===== config.mk =====
export PLATFORM = sky130hd
export DESIGN_NAME = apb_master_arbiter
export DESIGN_NICKNAME = d
export VERILOG_FILES = /design/src/rtl/apb_arb_pkg.sv /design/src/rtl/rr_arb2.sv /design/src/rtl/apb_master_arbiter.sv
export SDC_FILE = /design/constraint.sdc
export NUM_CORES = 1
export LEC_CHECK = 0
export BUFFER_PORTS_ARGS = -buffer_cell sky130_fd_sc_hd__buf_2
export CELL_PAD_IN_SITES_DETAIL_PLACEMENT = 0
export CELL_PAD_IN_SITES_GLOBAL_PLACEMENT = 1
export CORE_MARGIN = 8
export CORE_UTILIZATION = 37
export CTS_CLUSTER_SIZE = 28
export DETAILED_ROUTE_END_ITERATION = 8
export PLACE_DENSITY_LB_ADDON = 0.1
export SETUP_SLACK_MARGIN = 0.02
export SLEW_MARGIN = 10
export SYNTH_ARGS = -nofsm -noshare
export SYNTH_HDL_FRONTEND = slang
export SYNTH_SLANG_ARGS = --single-unit

===== constraint.sdc =====
create_clock -name PCLK -period 2.8 [get_ports PCLK]
set_input_delay 0.14 -clock PCLK [delete_from_list [all_inputs] [get_ports PCLK]]
set_output_delay 0.14 -clock PCLK [all_outputs]
set_load 0.005 [all_outputs]

===== src/rtl/apb_arb_pkg.sv =====
// Shared types and helpers for the two-master APB3 arbiter: FSM state
// encoding, slot geometry and the PADDR slot-to-PSEL decode.
package apb_arb_pkg;

   typedef enum logic [1:0] {
      ST_IDLE   = 2'd0,
      ST_SETUP  = 2'd1,
      ST_ACCESS = 2'd2,
      ST_DONE   = 2'd3
   } state_t;

   localparam int NSLOTS = 16;
   localparam int SLOT_W = 4;

   function automatic logic [NSLOTS-1:0] slot_onehot(input logic [SLOT_W-1:0] slot);
      logic [NSLOTS-1:0] oh;
      oh       = '0;
      oh[slot] = 1'b1;
      return oh;
   endfunction

endpackage


===== src/rtl/rr_arb2.sv =====
// Two-way round-robin grant. sel_o = 1 selects M1; on a tie the master
// that was not granted last (last_i) wins.
module rr_arb2 (
   input  logic req0_i,
   input  logic req1_i,
   input  logic last_i,
   output logic valid_o,
   output logic sel_o
);

   always_comb begin
      valid_o = req0_i | req1_i;
      if (req0_i && req1_i) begin
         sel_o = ~last_i;
      end else begin
         sel_o = req1_i & ~req0_i;
      end
   end

endmodule


===== src/rtl/apb_master_arbiter.sv =====
// Two-master APB3 arbiter and transfer sequencer: round-robin grant,
// SETUP/ACCESS sequencing, one-hot slot select and a per-transfer timeout.
module apb_master_arbiter
   import apb_arb_pkg::*;
#(
   parameter int SLOT_MSB = 27,
   parameter int TIMEOUT  = 256
) (
   input  logic        PCLK,
   input  logic        PRESET,
   input  logic        M0_REQ,
   input  logic [31:0] M0_ADDR,
   input  logic        M0_WRITE,
   input  logic [31:0] M0_WDATA,
   output logic        M0_ACK,
   output logic [31:0] M0_RDATA,
   output logic        M0_ERR,
   input  logic        M1_REQ,
   input  logic [31:0] M1_ADDR,
   input  logic        M1_WRITE,
   input  logic [31:0] M1_WDATA,
   output logic        M1_ACK,
   output logic [31:0] M1_RDATA,
   output logic        M1_ERR,
   output logic [31:0] PADDR,
   output logic [15:0] PSEL,
   output logic        PENABLE,
   output logic        PWRITE,
   output logic [31:0] PWDATA,
   input  logic [31:0] PRDATA,
   input  logic        PREADY,
   input  logic        PSLVERR
);

   // The counter only has to reach TIMEOUT-1: the final ACCESS cycle is
   // the one in which the count already equals that value.
   localparam int              CNT_W   = (TIMEOUT > 2) ? $clog2(TIMEOUT) : 1;
   localparam bit              TO_EN   = (TIMEOUT > 0);
   localparam logic [CNT_W-1:0] TO_LAST = CNT_W'((TIMEOUT > 0) ? TIMEOUT - 1 : 0);

   state_t             state_q;
   logic               gnt_q;
   logic               last_q;
   logic [CNT_W-1:0]   cnt_q;
   logic [31:0]        paddr_q;
   logic [NSLOTS-1:0]  psel_q;
   logic               penable_q;
   logic               pwrite_q;
   logic [31:0]        pwdata_q;
   logic [1:0]         ack_q;
   logic [1:0]         err_q;
   logic [1:0][31:0]   rdata_q;

   logic               arb_valid;
   logic               arb_sel;
   logic [31:0]        win_addr;
   logic               win_write;
   logic [31:0]        win_wdata;
   logic               xfer_end;

   rr_arb2 u_rr_arb2 (
      .req0_i  (M0_REQ),
      .req1_i  (M1_REQ),
      .last_i  (last_q),
      .valid_o (arb_valid),
      .sel_o   (arb_sel)
   );

   always_comb begin
      win_addr  = arb_sel ? M1_ADDR  : M0_ADDR;
      win_write = arb_sel ? M1_WRITE : M0_WRITE;
      win_wdata = arb_sel ? M1_WDATA : M0_WDATA;
      xfer_end  = PREADY || (TO_EN && (cnt_q == TO_LAST));
   end

   always_ff @(posedge PCLK) begin
      if (PRESET) begin
         state_q   <= ST_IDLE;
         gnt_q     <= 1'b0;
         last_q    <= 1'b1;
         cnt_q     <= '0;
         paddr_q   <= '0;
         psel_q    <= '0;
         penable_q <= 1'b0;
         pwrite_q  <= 1'b0;
         pwdata_q  <= '0;
         ack_q     <= '0;
         err_q     <= '0;
         rdata_q   <= '0;
      end else begin
         // ACK/ERR are single-cycle strobes; RDATA is left to hold.
         ack_q <= '0;
         err_q <= '0;
         case (state_q)
            ST_IDLE: begin
               if (arb_valid) begin
                  gnt_q    <= arb_sel;
                  paddr_q  <= win_addr;
                  pwrite_q <= win_write;
                  pwdata_q <= win_wdata;
                  psel_q   <= slot_onehot(win_addr[SLOT_MSB -: SLOT_W]);
                  state_q  <= ST_SETUP;
               end
            end
            ST_SETUP: begin
               penable_q <= 1'b1;
               cnt_q     <= '0;
               state_q   <= ST_ACCESS;
            end
            ST_ACCESS: begin
               if (xfer_end) begin
                  psel_q         <= '0;
                  penable_q      <= 1'b0;
                  ack_q[gnt_q]   <= 1'b1;
                  err_q[gnt_q]   <= PREADY ? PSLVERR : 1'b1;
                  rdata_q[gnt_q] <= (PREADY && !pwrite_q && !PSLVERR) ? PRDATA : 32'h0;
                  state_q        <= ST_DONE;
               end else begin
                  cnt_q <= cnt_q + CNT_W'(1);
               end
            end
            ST_DONE: begin
               last_q  <= gnt_q;
               state_q <= ST_IDLE;
            end
            default: state_q <= ST_IDLE;
         endcase
      end
   end

   assign PADDR    = paddr_q;
   assign PSEL     = psel_q;
   assign PENABLE  = penable_q;
   assign PWRITE   = pwrite_q;
   assign PWDATA   = pwdata_q;
   assign M0_ACK   = ack_q[0];
   assign M1_ACK   = ack_q[1];
   assign M0_ERR   = err_q[0];
   assign M1_ERR   = err_q[1];
   assign M0_RDATA = rdata_q[0];
   assign M1_RDATA = rdata_q[1];

endmodule


==> results.toml <==
[grt]
grt_pass1_vias = 7567
grt_max_degree = 89
grt_pass1_wl_um = 40270
grt_remaining_overflow = 0
grt_use_met3 = 0.08116
grtUsageTotal = 0.2061
grt.met2_usage = 0.3471
grt-busiest-layer = "met2"
grtUsageMet1 = 0.2337
antenna_found_initial = 4

[sta]
fin_crit_ns = 2.327
slew_headroom = 0.4161
fin_crit_sh = 0.8311
slew_violations = 0
clock_skew_ns = 0.01202
fmax_ghz = 0.4297
worst_slack_ns = 0.4728
hold_ws_ns = 0.02069
setup_viol = 0
rsz0062_at_grt = "false"
worst_pin_slew_ns = 0.8666
hold_violations = 0
final.setup.tns_ns = 0

[logic_synthesis]
synth_flop_cell = "dfxtp_1"
synthArstFlopShare = 0
synth.largest_area_cell = "dfxtp_1"
ys_seq_area_frac = 0.4474
syn_area_mm2 = 0.007249
synth_top_area_share = 0.4474
yosys_register_bits = 162
synth_top_family_by_area = "simple AND/OR/NAND/NOR gates"
synth-compound-area-share = 0.1244
post_synth_and_or_nand_nor_area_fraction = 0.2518
synth_area_leaders = "dfxtp_1, mux2i_1, nand2_1"
synthXorXnorAreaFrac = 0
synth_nets = 999
ys_types = 47
synth_mux_area_frac = 0.1162
synth_edf_count = 0
avgSynthCellArea_um2 = 8.777
yosysWarnings = 0
synth_fa_ha_area_frac = 0.008630
syn_inst = 826

[routing]
drtPass1Iterations = 4
routed_wl_um = 25820
via_per_inst = 4.769
ant_nets = 0
drc = 0
drtIter0Drc = 348
routed-via-count = 7335
wire_per_inst_um = 16.78

[critical_path]
cp.required_ns = 3.17
critPathLaunchType = "flop"
cpPeakStageDelay_ns = 0.59
endpoint_kind = "flop"
critPathMaxFanout = 27
arrival_ns = 2.69
slowest_stage = "dlygate4sd3_1"
crit_buf_inv = 2
critPathTopFamily = "buffers and inverters"
cp_cell_sequence = "a21bo_2, buf_4, nand2_1, a311oi_1, dlygate4sd3_1"
crit_type = "flop to flop"

[power_and_ir_drop]
leakagePower_nw = 4.970
power.total_mw = 8.127
p_per_area_mw_per_mm2 = 730.9
peakVddDrop_mv = 0.4009

[clock_network]
clk_latency_ns = 0.43
cts_root_buffer = "clkbuf_16"
cts.sinks = 162
path_clk_slew_ns = 0.07
cts_buffer_depth = 2
cts_htree_levels = 4
cts_buffers = 17
cts_tree = "yes"

[place]
placedInstanceArea_mm2 = 0.009016
hpwl_um = 17280
io_buffer_count = 317
dp.cells = 1350
place_ws_ns = 0.6579
gp_congestion = 0.7392

[final_layout]
nets = 1429
syn_to_final_growth_pct = 53.38
fillCellCount = 1812
drive_gt1_frac = 0.2947
multi_input_area_mm2 = 0.003654
final_area_mm2 = 0.01112
ff_latch_area_mm2 = 0.003243
postLayoutCoreUtil = 0.5751
instances_no_fill = 1538

[hold_path]
hold_class = "input pin to flop"

[run]
maxCapViolations = 0

[status]
status = "complete, no violations"

[floorplan]
pin_count = 318
die_h_um = 156.0
start_util = 0.3749
die_x_um = 156.0
coreArea_mm2 = 0.01933
rows = 51
dieArea_mm2 = 0.02433
-- synth_stat cells, drive strengths merged, types with 7 or more instances --
cell and instances:
a21oi 15, nand2b 82, nor4 9, nand2 177
mux2i 83, a311oi 65, nor2 75, inv 7
o21ai 11, clkbuf 46, dfxtp 162, buf 25
-- report_power, final --
part           leakage [nW]  total [mW]  switching [mW]  internal (mW)
Combinational          3.37        2.92            1.48           1.44
Sequential             1.32        2.90           0.203           2.70
Clock                 0.275        2.30            1.05           1.25
-- cell families (layout without fill, tap and decap cells) --
kind of cell / after synthesis / after routing
compound gates: 112 / 112
fa+ha+maj: 5 / 5
buf+inv: 78 / 521
flops: 162 / 162
mux: 84 / 84
other cells: 0 / 4
simple gates: 385 / 385
-- metal layers --
metal,share of wire,wire (um),vias up
li1,-,-,3709
met1,0.41,10650,3338
met2,0.47,12260,256
met3,0.092,2376,30
met4,0.020,520,2
met5,0.00050,13,-
-- worst min-delay path, cell delays in order --
cell	delay [ns]
buf_2	0.11
nand2_1	0.08
mux2i_1	0.07
-- flip-flops by register name (all words and copies together), names as in the netlist --
name	flops
M0_RDATA	32
M1_RDATA	32
PADDR	32
PENABLE	1
PSEL	16
PWDATA	32
PWRITE	1
ack_q	2
cnt_q	8
err_q	2
gnt_q	1
last_q	1
state_q	2
-- path summary, 6_finish.rpt --
kind / startpoint / slack (ns) / endpoint / depth (start not counted)
worst max-delay path: last_q$_SDFFE_PP1N_ / 0.47 / PADDR[21]$_SDFFE_PP0P_ / 5
worst min-delay path: PRDATA[31] / 0.02 / M1_RDATA[31]$_SDFFE_PP0P_ / 3
worst max register to register: last_q$_SDFFE_PP1N_ / 0.47 / PADDR[21]$_SDFFE_PP0P_ / 5
worst min register to register: M0_RDATA[13]$_SDFFE_PP0P_ / 0.47 / M0_RDATA[13]$_SDFFE_PP0P_ / 2
-- final cells by class --
class | instances | area share
Inverter | 7 | 0.002363
Timing Repair Buffer | 482 | 0.2953
Clock buffer | 17 | 0.03826
Sequential cell | 162 | 0.2917
Multi-Input combinational cell | 586 | 0.3286
Tap cell | 265 | 0.02982
Clock inverter | 15 | 0.01317
Antenna cell | 4 | 0.0009002
-- placed cells by master (no fill, tap or decap), types with 2 or more instances in the layout --
| cell type | synthesis | layout |
|---|---|---|
| mux2i_1 | 83 | 83 |
| buf_12 | 0 | 6 |
| diode_2 | 0 | 4 |
| a21oi_1 | 14 | 14 |
| o21ai_0 | 11 | 11 |
| inv_1 | 7 | 7 |
| o21a_1 | 3 | 2 |
| nand4_1 | 2 | 2 |
| buf_2 | 17 | 316 |
| clkinv_2 | 0 | 2 |
| nand2_1 | 177 | 177 |
| a311oi_1 | 65 | 65 |
| buf_4 | 0 | 8 |
| clkinv_4 | 0 | 2 |
| nand3_1 | 6 | 6 |
| inv_6 | 0 | 5 |
| dlygate4sd3_1 | 0 | 152 |
| a21boi_0 | 2 | 2 |
| dfxtp_1 | 162 | 162 |
| nor3b_1 | 4 | 4 |
| o211ai_1 | 3 | 3 |
| nor4b_1 | 5 | 5 |
| nor2_1 | 73 | 73 |
| nor2_4 | 2 | 2 |
| clkbuf_16 | 0 | 17 |
| clkinvlp_4 | 0 | 3 |
| nor4bb_1 | 4 | 4 |
| inv_8 | 0 | 2 |
| nor3_1 | 6 | 6 |
| or3_1 | 5 | 5 |
| ha_1 | 5 | 5 |
| nor4_1 | 9 | 9 |
| nor2b_1 | 4 | 4 |
| nand2b_1 | 82 | 82 |
-- what timing repair did --
action / 4_1_cts / 5_1_grt
setup buffers: 0 / 0
resized for setup: 0 / 0
endpoints found under the hold margin: 121 / 0
hold buffers: 152 / 0
(Power assumes the default switching activity.)
